## src/rtl/ps2_arrow_decoder_if.sv

```systemverilog
// Byte-stream in / direction-levels out bundle between the PS/2 receiver
// and the arrow decoder.
interface ps2_arrow_decoder_if;
  logic [7:0] code;
  logic       code_valid;
  logic       up;
  logic       down;
  logic       left;
  logic       right;
  logic       dir_change;
  logic       timeout;

  modport master (
    output code, code_valid,
    input  up, down, left, right, dir_change, timeout
  );

  modport slave (
    input  code, code_valid,
    output up, down, left, right, dir_change, timeout
  );
endinterface

```

## src/rtl/ps2_arrow_decoder.sv

```systemverilog
// Scan-code set 2 prefix tracker turning arrow/WASD make/break bytes into a
// one-hot "last pressed, still held" direction, with a stuck-key watchdog.
module ps2_arrow_decoder #(
  parameter int TIMEOUT_CYCLES = 50_000_000,
  parameter int ENABLE_WASD    = 1
) (
  input  logic CLOCK_50,
  input  logic reset,
  ps2_arrow_decoder_if.slave bus
);
  localparam int CW = $clog2(TIMEOUT_CYCLES + 1);

  typedef enum logic [2:0] {IDLE, EXT, BRK, EXT_BRK, SKIP} state_t;

  // Direction bit order everywhere: [0]=up [1]=down [2]=left [3]=right.
  state_t          r_state;
  logic [2:0]      r_skip;
  logic [3:0]      r_held;
  logic [3:0]      r_last;
  logic [CW-1:0]   r_cnt;
  logic            r_dir_change;
  logic            r_timeout;

  logic            w_ext;
  logic            w_prefix;
  logic            w_make;
  logic            w_brk;
  logic [3:0]      w_key;
  logic [3:0]      w_held_nx;
  logic [3:0]      w_last_nx;

  function automatic logic [3:0] prio(input logic [3:0] h);
    if      (h[0]) prio = 4'b0001;
    else if (h[1]) prio = 4'b0010;
    else if (h[2]) prio = 4'b0100;
    else if (h[3]) prio = 4'b1000;
    else           prio = 4'b0000;
  endfunction

  always_comb begin
    w_ext    = (r_state == EXT) || (r_state == EXT_BRK);
    w_prefix = (bus.code == 8'hE0) || (bus.code == 8'hF0) || (bus.code == 8'hE1);
    w_key    = 4'b0000;
    if (w_ext) begin
      case (bus.code)
        8'h75:   w_key = 4'b0001;
        8'h72:   w_key = 4'b0010;
        8'h6B:   w_key = 4'b0100;
        8'h74:   w_key = 4'b1000;
        default: w_key = 4'b0000;
      endcase
    end else if (ENABLE_WASD != 0) begin
      case (bus.code)
        8'h1D:   w_key = 4'b0001;
        8'h1B:   w_key = 4'b0010;
        8'h1C:   w_key = 4'b0100;
        8'h23:   w_key = 4'b1000;
        default: w_key = 4'b0000;
      endcase
    end

    w_make = bus.code_valid &&
             (((r_state == IDLE) && !w_prefix) ||
              ((r_state == EXT) && (bus.code != 8'hE0) && (bus.code != 8'hF0)));
    w_brk  = bus.code_valid && ((r_state == BRK) || (r_state == EXT_BRK));

    w_held_nx = r_held;
    w_last_nx = r_last;
    if (w_make && (w_key != 4'b0000)) begin
      w_held_nx = r_held | w_key;
      // A repeat of an already-held key must not steal focus back.
      if ((r_held & w_key) == 4'b0000) w_last_nx = w_key;
    end else if (w_brk && (w_key != 4'b0000)) begin
      w_held_nx = r_held & ~w_key;
      if (w_key == r_last) w_last_nx = prio(w_held_nx);
    end
  end

  always_ff @(posedge CLOCK_50 or negedge reset) begin
    if (!reset) begin
      r_state      <= IDLE;
      r_skip       <= 3'd0;
      r_held       <= 4'b0000;
      r_last       <= 4'b0000;
      r_cnt        <= '0;
      r_dir_change <= 1'b0;
      r_timeout    <= 1'b0;
    end else begin
      r_dir_change <= 1'b0;
      r_timeout    <= 1'b0;
      if (bus.code_valid) begin
        r_cnt        <= '0;
        r_held       <= w_held_nx;
        r_last       <= w_last_nx;
        r_dir_change <= (w_last_nx != r_last);
        case (r_state)
          IDLE: begin
            if      (bus.code == 8'hE0) r_state <= EXT;
            else if (bus.code == 8'hF0) r_state <= BRK;
            else if (bus.code == 8'hE1) begin
              r_state <= SKIP;
              r_skip  <= 3'd7;
            end
          end
          EXT: begin
            if      (bus.code == 8'hF0) r_state <= EXT_BRK;
            else if (bus.code != 8'hE0) r_state <= IDLE;
          end
          BRK, EXT_BRK: r_state <= IDLE;
          SKIP: begin
            r_skip <= r_skip - 3'd1;
            if (r_skip == 3'd1) r_state <= IDLE;
          end
          default: r_state <= IDLE;
        endcase
      end else if (r_held == 4'b0000) begin
        r_cnt <= '0;
      end else if (r_cnt == CW'(TIMEOUT_CYCLES - 1)) begin
        // While anything is held, r_last is non-zero, so the release is a change.
        r_held       <= 4'b0000;
        r_last       <= 4'b0000;
        r_state      <= IDLE;
        r_cnt        <= '0;
        r_timeout    <= 1'b1;
        r_dir_change <= (r_last != 4'b0000);
      end else begin
        r_cnt <= r_cnt + 1'b1;
      end
    end
  end

  assign bus.up         = r_last[0];
  assign bus.down       = r_last[1];
  assign bus.left       = r_last[2];
  assign bus.right      = r_last[3];
  assign bus.dir_change = r_dir_change;
  assign bus.timeout    = r_timeout;
endmodule

```

## src/flat_wrapper.sv

```systemverilog
// flat-port wrapper written by rule: the top's interface ports become plain ports
module ps2_arrow_decoder_flat 
#(
  parameter int TIMEOUT_CYCLES = 50_000_000,
  parameter int ENABLE_WASD    = 1
)
  (CLOCK_50, reset, bus_code, bus_code_valid, bus_up, bus_down, bus_left, bus_right, bus_dir_change, bus_timeout);
  ps2_arrow_decoder_if bus_i ();
  input  logic CLOCK_50;
  input  logic reset;
  input wire logic [$bits(bus_i.code)-1:0] bus_code;
  input wire logic [$bits(bus_i.code_valid)-1:0] bus_code_valid;
  output wire logic [$bits(bus_i.up)-1:0] bus_up;
  output wire logic [$bits(bus_i.down)-1:0] bus_down;
  output wire logic [$bits(bus_i.left)-1:0] bus_left;
  output wire logic [$bits(bus_i.right)-1:0] bus_right;
  output wire logic [$bits(bus_i.dir_change)-1:0] bus_dir_change;
  output wire logic [$bits(bus_i.timeout)-1:0] bus_timeout;
  assign bus_i.code = bus_code;
  assign bus_i.code_valid = bus_code_valid;
  assign bus_up = bus_i.up;
  assign bus_down = bus_i.down;
  assign bus_left = bus_i.left;
  assign bus_right = bus_i.right;
  assign bus_dir_change = bus_i.dir_change;
  assign bus_timeout = bus_i.timeout;
  ps2_arrow_decoder #(.TIMEOUT_CYCLES(TIMEOUT_CYCLES), .ENABLE_WASD(ENABLE_WASD)) u_core (.CLOCK_50(CLOCK_50), .reset(reset), .bus(bus_i));
endmodule
```

## config.mk

```make
export PLATFORM = sky130hd
export DESIGN_NAME = ps2_arrow_decoder_flat
export DESIGN_NICKNAME = d
export VERILOG_FILES = /design/src/rtl/ps2_arrow_decoder_if.sv /design/src/rtl/ps2_arrow_decoder.sv /design/src/flat_wrapper.sv
export SDC_FILE = /design/constraint.sdc
export NUM_CORES = 1
export LEC_CHECK = 0
export ABC_AREA = 0
export BUFFER_PORTS_ARGS = -buffer_cell sky130_fd_sc_hd__buf_2
export CAP_MARGIN = 10
export CORE_MARGIN = 1
export CORE_UTILIZATION = 55
export CTS_CLUSTER_SIZE = 14
export DETAILED_ROUTE_END_ITERATION = 10
export PLACE_DENSITY = 0.81
export SLEW_MARGIN = 20
export SYNTH_ARGS = -nofsm -noshare
export SYNTH_HDL_FRONTEND = slang
export SYNTH_SLANG_ARGS = --single-unit
export TNS_END_PERCENT = 1
```

## constraint.sdc

```tcl
create_clock -name CLOCK_50 -period 3.6 [get_ports CLOCK_50]
set_clock_uncertainty 0.2 [all_clocks]
set_input_delay 0.18 -clock CLOCK_50 [delete_from_list [all_inputs] [get_ports CLOCK_50]]
set_output_delay 0.18 -clock CLOCK_50 [all_outputs]
set_load 0.01 [all_outputs]
```

### Word level (Yosys, flattened, before mapping)

Cells that the tools add are included.

| cells by class | value |
|---|---|
| reduce and logical (&&, ||, !) cells | 24 |
| mux-type cells | 40 |
| add/subtract/negate cells | 2 |
| eq/ne operators | 29 |
| bitwise logic cells | 4 |

Operator list:

| kind | number |
|---|---|
| $mux 26 | 3 |
| $mux 4 | 15 |
| $mux 3 | 12 |
| $eq 8x7->1 const B | 4 |
| $pmux 4 s4 | 2 |
| $add 26x1->26 const B | 1 |
| $eq 26x26->1 const B | 1 |
| $eq 8x5->1 const B | 3 |
| $eq 8x8->1 const B | 3 |
| $ne 8x8->1 const B | 2 |
| $reduce_and 5->1 | 2 |
| $pmux 3 s3 | 1 |
| $and 4x4->4 | 2 |
| $eq 8x6->1 const B | 1 |
| $logic_not 4->1 | 2 |
| $ne 2x2->1 const B | 4 |
| $reduce_bool 4->1 | 2 |
| $logic_and 1x1->1 | 7 |
| $eq 3x1->1 const B | 2 |
| $eq 3x2->1 const B | 2 |
| $mux 1 | 6 |
| $pmux 3 s2 | 1 |
| $logic_or 1x1->1 | 5 |
| $ne 5x4->1 const B | 1 |
| other kinds (14) | 15 |

| storage, ports and cells | value |
|---|---|
| bits in registers | 42 |
| output and inout bits | 6 |

### Depth between registers and ports, before layout

Gate-level depths: netlist (run 1).

| logic depth | value |
|---|---|
| depth after elaboration | 14 |
| depth in mapped cells | 10 |

### Worst setup path after synthesis (run 1)

OpenSTA, ideal clock, no wires.

| timing | value |
|---|---|
| path kind | register to register |
| from | register u_core.r_state[2] |
| to | register u_core.r_last[1] |
| setup slack | 0.951 ns |
| period minus slack after synthesis | 2.649 ns |
| data required time | 3.278 ns |
| data arrival time | 2.327 ns |
| stages on the path, launching flop included | 10 |
| cells stage by stage | dfrtp_1 > buf_6 > and2b_1 > nand3_1 > a21oi_4 > o41ai_4 > a2111oi_4 > nor2b_1 > a211o_1 > a32o_1 |

| on the way | value |
|---|---|
| longest elaborated chain between the ends | 12 |
| elaborated cells on any way between the ends | 29 |
| those cells by class | 4 x eq/ne; 9 x mux; 3 x bitwise; 13 x reduce/logical |

Ends and longest elaborated chain:

| item | RTL line | RTL |
|---|---|---|
| start, declared | ps2_arrow_decoder.sv:16 | `state_t r_state;` |
| start signal, assigned | ps2_arrow_decoder.sv:81 | `r_state <= IDLE;` |
| start signal, assigned | ps2_arrow_decoder.sv:98 | `if (bus.code == 8'hE0) r_state <= EXT;` |
| start signal, assigned | ps2_arrow_decoder.sv:99 | `else if (bus.code == 8'hF0) r_state <= BRK;` |
| $eq 3x1->1 or $eq 3x2->1 (tied branches) | ps2_arrow_decoder.sv:41, ps2_arrow_decoder.sv:64, ps2_arrow_decoder.sv:65 |  |
| $logic_or 1x1->1 | ps2_arrow_decoder.sv:41 | `w_ext = (r_state == EXT) \|\| (r_state == EXT_BRK);` |
| $mux 4 | ps2_arrow_decoder.sv:44 | `if (w_ext) begin` |
| $not 4->4 | ps2_arrow_decoder.sv:74 | `w_held_nx = r_held & ~w_key;` |
| $and 4x4->4 | ps2_arrow_decoder.sv:74 |  |
| $mux 4 | ps2_arrow_decoder.sv:35 | `else if (h[2]) prio = 4'b0100;` |
| $mux 4 | ps2_arrow_decoder.sv:34 | `else if (h[1]) prio = 4'b0010;` |
| $mux 4 | ps2_arrow_decoder.sv:33 | `if (h[0]) prio = 4'b0001;` |
| $mux 4 | ps2_arrow_decoder.sv:75 | `if (w_key == r_last) w_last_nx = prio(w_held_nx);` |
| $mux 4 | ps2_arrow_decoder.sv:73 | `end else if (w_brk && (w_key != 4'b0000)) begin` |
| $mux 4 (*) | ps2_arrow_decoder.sv:69 | `if (w_make && (w_key != 4'b0000)) begin` |
| $mux 4 (*) | ps2_arrow_decoder.sv:91 | `if (bus.code_valid) begin` |
| end signal, assigned | ps2_arrow_decoder.sv:94 | `r_last <= w_last_nx;` |
| end, declared | ps2_arrow_decoder.sv:19 | `logic [3:0] r_last;` |

Mark *: on every way between the ends. The rest lies on a longest branch, timed or not.
A chain may end at the register's enable or synchronous reset.

### Final worst setup path (run 1)

Same ends and word-level chain as after synthesis.

==> results.ini, run 1 <==
[run]
maxCapViolations=0

[synth]
syn_avg_cell_area_um2=9.21
synth_area_leaders=dfrtp_1, nor2_1, xor2_1
ys_seq_area_share_pct=38.8
syn_inst=294
yosys_warnings=0
mappedNetlistArea_um2=2710
synth_top_area_share_pct=38.8
synth-async-reset-ratio_pct=100
synth-edff-count=0
ys_seq_elements=42
synth.largest_area_cell=dfrtp_1
ys.flop_type=dfrtp_1
synth_fp_nets=308
yosysUniqueCellTypes=65

[setup_path]
cp_top_family=compound AO/OA/AOI/OAI gates
crit_fanout=10
critPathSlowestCell=dfrtp_1
cp_data_arrival_time_ps=2980
timing.critical_path.buf_inv=0
cp-start-kind=flip-flop
cp_slowest_stage_delay_ps=480
required_ps=3580
criticalPathCategory=reg2reg
path_cells=nand2b_1 -> nand4_1 -> a21oi_4 -> o41ai_4 -> a2111oi_4 -> nor2b_1 -> a211o_1 -> a32o_1
end_kind=flip-flop

[place]
io_buffers=16
place_congestion=0.947
dp_cells=367
hpwl_mm=4.04

[floorplan]
dieWidth_um=72.2
placementRows=25
initial_core_util_pct=57.3
die_h_um=72.2
core-area_um2=4720
die_area_um2=5210
io_pins=17

[global_routing]
first_global_vias=2074
grt_overflow_total=0
grt_max_degree=43
grt_pass1_wl_mm=9.39
grtUsageTotal_pct=22.7
grt_antenna_before_repair=0

[routing]
drtPass1Iterations=4
routed_wirelength_mm=5.56
viasPerCell=5.98
postRouteAntennaNets=0
num_vias=2249
drc=0
wl_per_cell_um=14.8
drt_iter0_markers=126

[power]
vdd_drop_max_uv=147
power_density_nw_per_um2=378
power_mw=1.12
leakage_nw=1.27

[clock_tree]
cts.path.max_buffers=2
cts_resized=0
cts_buffers=5
clk_pin_slew_ps=80
clockRootBuffer=clkbuf_8
clock_latency_ps=290
cts_hold_buf=1
cts_max_level=2
post-cts-setup-buffer-count=0
clock_sinks=42
cts_tree=built

[timing]
fin_crit_sh_pct=83.3
fmax_mhz=334
hold_ws_ps=86.7
relSlewSlack_pct=39.8
slew_viol_final=0
min_period_ps=3000
fin_tns_setup_ps=0
hold_viol=0
rsz0062_at_grt=false
setup_viol=0
worst_pin_slew_ps=903

[layout]
diodes=0
drive_gt1_share_pct=11.7
fin_cells=376
final_nets=322
areaGrowthSynthToFinish_pct=9.15
fin_util_pct=62.6

[min_path]
hold_class=in2reg

[status]
status=finished clean

registers in the layout, summed over array words and instances, names as in the netlist:
signal,flops
u_core.r_held,4
u_core.r_cnt,26
u_core.bus.timeout,1
u_core.r_last,4
u_core.r_skip,3
u_core.bus.dir_change,1
u_core.r_state,3
worst min-delay path, delay by kind of cell:
family	cells	cell delay, ps
simple gates	3	220
buf+inv	1	150
cell usage in the layout (no fill, tap or decap), types with 9 or more instances in the layout:
master,n
dfrtp_1,42
nor2_1,40
nand2_1,25
nand3_1,18
xor2_1,17
buf_2,16
xnor2_1,14
o21ai_0,13
and3_1,10
nand4_1,9
metal layers:
| layer | GRT usage (%) | part of all wire, % | vias to the layer above |
|---|---|---|---|
| met4 | 7.19 | 0.52 | 0 |
| met5 | 0 | 0 | - |
| met1 | 30.1 | 46 | 1086 |
| li1 | - | - | 1101 |
| met3 | 3.61 | 4.3 | 2 |
| met2 | 38.1 | 49 | 60 |
synthesized netlist by cell type (all sizes together), types with 4 or more instances:
master and number:
a21o 4, a21oi 10, and3 10, and4 4, buf 5, clkbuf 5
dfrtp 42, inv 6, nand2 25, nand3 18, nand4 9, nor2 40
nor2b 4, nor3 4, nor4b 4, o21ai 14, or3 5, or4 4
xnor2 14, xor2 17
final cells by class:
cell class | instances | area (µm²)
timing repair buffer | 17 | 90.1
clock inverter | 3 | 68.8
clock buffer | 5 | 68.8
inverter | 6 | 22.5
multi-input combinational | 236 | 1570
sequential | 42 | 1050
tap | 67 | 83.8
fill | 400 | 1770
power breakdown:
part	leakage [nW]	internal [mW]	total (mW)	switching, mW
Clock	0.0683	0.278	0.440	0.162
Combinational	0.621	0.0621	0.151	0.0893
Sequential	0.576	0.497	0.525	0.0286
stage by stage:
step	area, µm²	setup slack [ps]
after global routing	2960	402
after global placement	2810	721
after detailed placement	2810	629
final	2960	603
after floorplan	2710	951
after CTS	2960	607
cell families after synthesis:
logic type	count (synthesis)	synth area share [%]
buf+inv	16	3.19
fa+ha+maj	3	1.39
simple gates	146	29.9
compound gates	54	15.9
flops	42	38.8
mux	2	0.739
xor+xnor	31	10.0
worst paths after layout:
| path | cells past startpoint | start | slack [ps] | to |
|---|---|---|---|---|
| setup / recovery | 8 | u_core.r_state[2]$_DFFE_PN0P_ | 600 | u_core.r_last[1]$_DFFE_PN0P_ |
| hold / removal | 4 | bus_code[1] | 90 | u_core.r_state[0]$_DFFE_PN0P_ |
| setup reg to reg | 8 | u_core.r_state[2]$_DFFE_PN0P_ | 600 | u_core.r_last[1]$_DFFE_PN0P_ |
| hold reg to reg | 1 | u_core.r_skip[2]$_DFFE_PN0P_ | 280 | u_core.r_skip[2]$_DFFE_PN0P_ |
| max in group asynchronous | 2 | reset | 2290 | u_core.r_cnt[5]$_DFF_PN0_ |
| min in group asynchronous | 2 | reset | 350 | u_core.r_cnt[23]$_DFF_PN0_ |
Power figures use the tool's default switching activity.
==> run 2: changes to the inputs <==
Settings changed: ABC_AREA 0 to 1, PLACE_DENSITY 0.81 to 0.84.
Clock period 3.6 ns to 2.45 ns, I/O delays scaled along.
==> results.ini, run 2 <==
[global_routing]
grt_antenna_before_repair=0  ; unchanged
first_global_vias=2984  ; was 2,074
grt_pass1_wl_mm=12.5  ; was 9.39 mm
grt_overflow_total=0  ; unchanged
grt_max_degree=43  ; unchanged
grtUsageTotal_pct=25.6  ; was 22.7%

[routing]
viasPerCell=5.50  ; was 5.98
drc=0  ; unchanged
drt_iter0_markers=261  ; was 126
wl_per_cell_um=12.5  ; was 14.8 µm
drtPass1Iterations=5  ; was 4
routed_wirelength_mm=7.05  ; was 5.56 mm
num_vias=3106  ; was 2,249
postRouteAntennaNets=0  ; unchanged

[timing]
fmax_mhz=429  ; was 334 MHz
hold_viol=0  ; unchanged
min_period_ps=2330  ; was 3000 ps
worst_slack_ps=117  ; was 603 ps
slew_viol_final=0  ; unchanged
relSlewSlack_pct=42.2  ; was 39.8%
setup_viol=0  ; unchanged
worst_pin_slew_ps=867  ; was 903 ps
rsz0062_at_grt=true  ; was false
fin_tns_setup_ps=0  ; unchanged
fin_crit_sh_pct=95.2  ; was 83.3%

[setup_path]
cp-start-kind=flip-flop  ; unchanged
end_kind=flip-flop  ; unchanged
required_ps=2420  ; was 3580 ps
crit_fanout=8  ; was 10
cp_data_arrival_time_ps=2300  ; was 2980 ps
criticalPathCategory=reg2reg  ; unchanged

[power]
vdd_drop_max_uv=449  ; was 147 µV
power_density_nw_per_um2=709  ; was 378 nW/µm²
leakage_nw=1.63  ; was 1.27 nW

[layout]
nFillCells=483  ; was 400
largest_registers=u_core.r_cnt x26, u_core.r_held x4, u_core.r_last x4  ; unchanged
largest_register_ffs=26  ; unchanged
final_cell_mix=nand2_1, nor2_1, nand3_1  ; was dfrtp_1, nor2_1, nand2_1
fin_util_pct=64.0  ; was 62.6%
final_nets=507  ; was 322
regMostFlops=u_core.r_cnt  ; unchanged
areaGrowthSynthToFinish_pct=11.6  ; was 9.15%
final_common_cell=nand2_1  ; was dfrtp_1
drive_gt1_share_pct=17.0  ; was 11.7%
diodes=0  ; unchanged

[synth]
synth_top_area_share_pct=33.3  ; was 38.8%
synth_fp_nets=474  ; was 308
yosys_warnings=0  ; unchanged
ys.flop_type=dfrtp_1  ; unchanged
synth-async-reset-ratio_pct=100  ; unchanged
mappedNetlistArea_um2=3160  ; was 2710 µm²
syn_inst=460  ; was 294
ys_seq_area_share_pct=33.3  ; was 38.8%
synth.cells.most_frequent=nand2_1, nor2_1, inv_1, nand3_1, dfrtp_1  ; was dfrtp_1, nor2_1, nand2_1
yosysUniqueCellTypes=41  ; was 65
synth-edff-count=0  ; unchanged
yosysMostFrequentCell=nand2_1  ; was dfrtp_1
ys_seq_elements=42  ; unchanged
synth.largest_area_cell=dfrtp_1  ; unchanged
syn_avg_cell_area_um2=6.87  ; was 9.21 µm²
synth_area_leaders=dfrtp_1, nand2_1, nand3_1  ; was dfrtp_1, nor2_1, xor2_1

[run]
maxCapViolations=0  ; unchanged

[clock_tree]
clockRootBuffer=clkbuf_8  ; unchanged
cts_max_level=2  ; unchanged
cts_tree=built  ; unchanged
cts.path.max_buffers=2  ; unchanged
cts_buffers=5  ; unchanged
clock_latency_ps=290  ; about the same
clk_pin_slew_ps=70  ; was 80 ps
clock_sinks=42  ; unchanged

[floorplan]
io_pins=17  ; unchanged
core-area_um2=5510  ; was 4720 µm²
die_h_um=77.8  ; was 72.2 µm
die_area_um2=6050  ; was 5210 µm²
initial_core_util_pct=57.4  ; was 57.3%
placementRows=27  ; was 25
dieWidth_um=77.8  ; was 72.2 µm

[place]
place_congestion=1.01  ; was 0.947
hpwl_mm=5.55  ; was 4.04 mm
pre_cts_slack_ps=117  ; was 629 ps
io_buffers=16  ; unchanged

[status]
status=finished clean  ; unchanged

[min_path]
hold_class=in2reg  ; unchanged

run 2: changes by cell type after synthesis, moves of 8 or more:
cell	change
and3_1	-9
inv_1	+50
nand2_1	+86
nand2_2	+14
nand2_4	+8
nand3_1	+38
nor2_1	+24
nor3_1	+12
xnor2_1	-12
xor2_1	-12
run 2: power by group:
group,switching [mW],internal [mW]
Sequential,0.0929,0.800
Combinational,0.782,0.415
Clock,0.217,0.191
run 2: area by class of cell:
| cell class | instances | area [µm²] | share of cell area [%] |
|---|---|---|---|
| well taps | 72 | 90.1 | 2.56 |
| clock buffers | 5 | 68.8 | 1.95 |
| repair buffers | 29 | 183 | 5.18 |
| multi-input cells | 356 | 1890 | 53.6 |
| flip-flops and latches | 42 | 1050 | 29.9 |
| clock inverters | 2 | 10.0 | 0.284 |
| inverters | 59 | 231 | 6.57 |
run 2: worst paths after layout:
kind	start	end	slack, ps	cells after the start
setup reg to reg	u_core.r_state[2]$_DFFE_PN0P_	u_core.bus.dir_change$_DFF_PN0_	120	16
hold reg to reg	u_core.r_cnt[0]$_DFF_PN0_	u_core.r_cnt[0]$_DFF_PN0_	270	1
hold / removal	bus_code[6]	u_core.r_state[1]$_DFFE_PN0P_	150	5
max in group asynchronous	reset	u_core.r_state[2]$_DFFE_PN0P_	1160	2
setup / recovery	u_core.r_state[2]$_DFFE_PN0P_	u_core.bus.dir_change$_DFF_PN0_	120	16
min in group asynchronous	reset	u_core.r_last[3]$_DFFE_PN0P_	280	2
run 2: stage by stage:
step / cells / cell area (µm²) / power (mW) / hold WS, ps
global placement: 556 / 3400 / 2.04 / 90.5
detailed placement: 556 / 3400 / 2.07 / 83.2
global route: 565 / 3520 / 2.70 / 206
CTS: 565 / 3500 / 2.49 / 144
finish: 565 / 3520 / 2.50 / 154
floorplan: 460 / 3160 / 1.71 / -373
run 2: worst max-delay path, stage by stage (launching register included):
cell	delay [ps]
dfrtp_2	460
nor2_4	140
nand2_4	90
nand2_8	130
inv_8	60
nand2_4	70
nand2_4	70
nand2_4	80
nor2_4	50
nor2_4	230
nand3_4	140
nand2_1	100
nand3_2	100
nand3_2	70
nand2_1	50
nor2_1	90
nand3_1	70
run 2: cell families (layout without fill, tap and decap cells):
kind of cell,Yosys count,after routing,share of synthesized area [%]
DFF,42,42,33.3
xor gates and xnor gates,7,7,1.94
adders and majority gates,3,3,1.19
buffers and inverters,62,95,7.68
AOI/OAI and AO/OA,43,43,8.16
and+or+nand+nor,303,303,47.8
run 2: repair_timing:
action                                  in CTS  in global routing
buffers inserted                             0                  0
resized for setup                            0                  7
hold buffers                                 2                  0
endpoints found under the setup margin       0                  5
hold endpoints to repair                    44                  0
run 2: routing by layer:
layer	GRT usage, %	routed length, µm	vias to the layer above
met5	0	0	-
met4	10.2	158	0
met3	4.12	403	20
met2	44.1	3340	98
met1	32.0	3160	1418
li1	-	-	1570
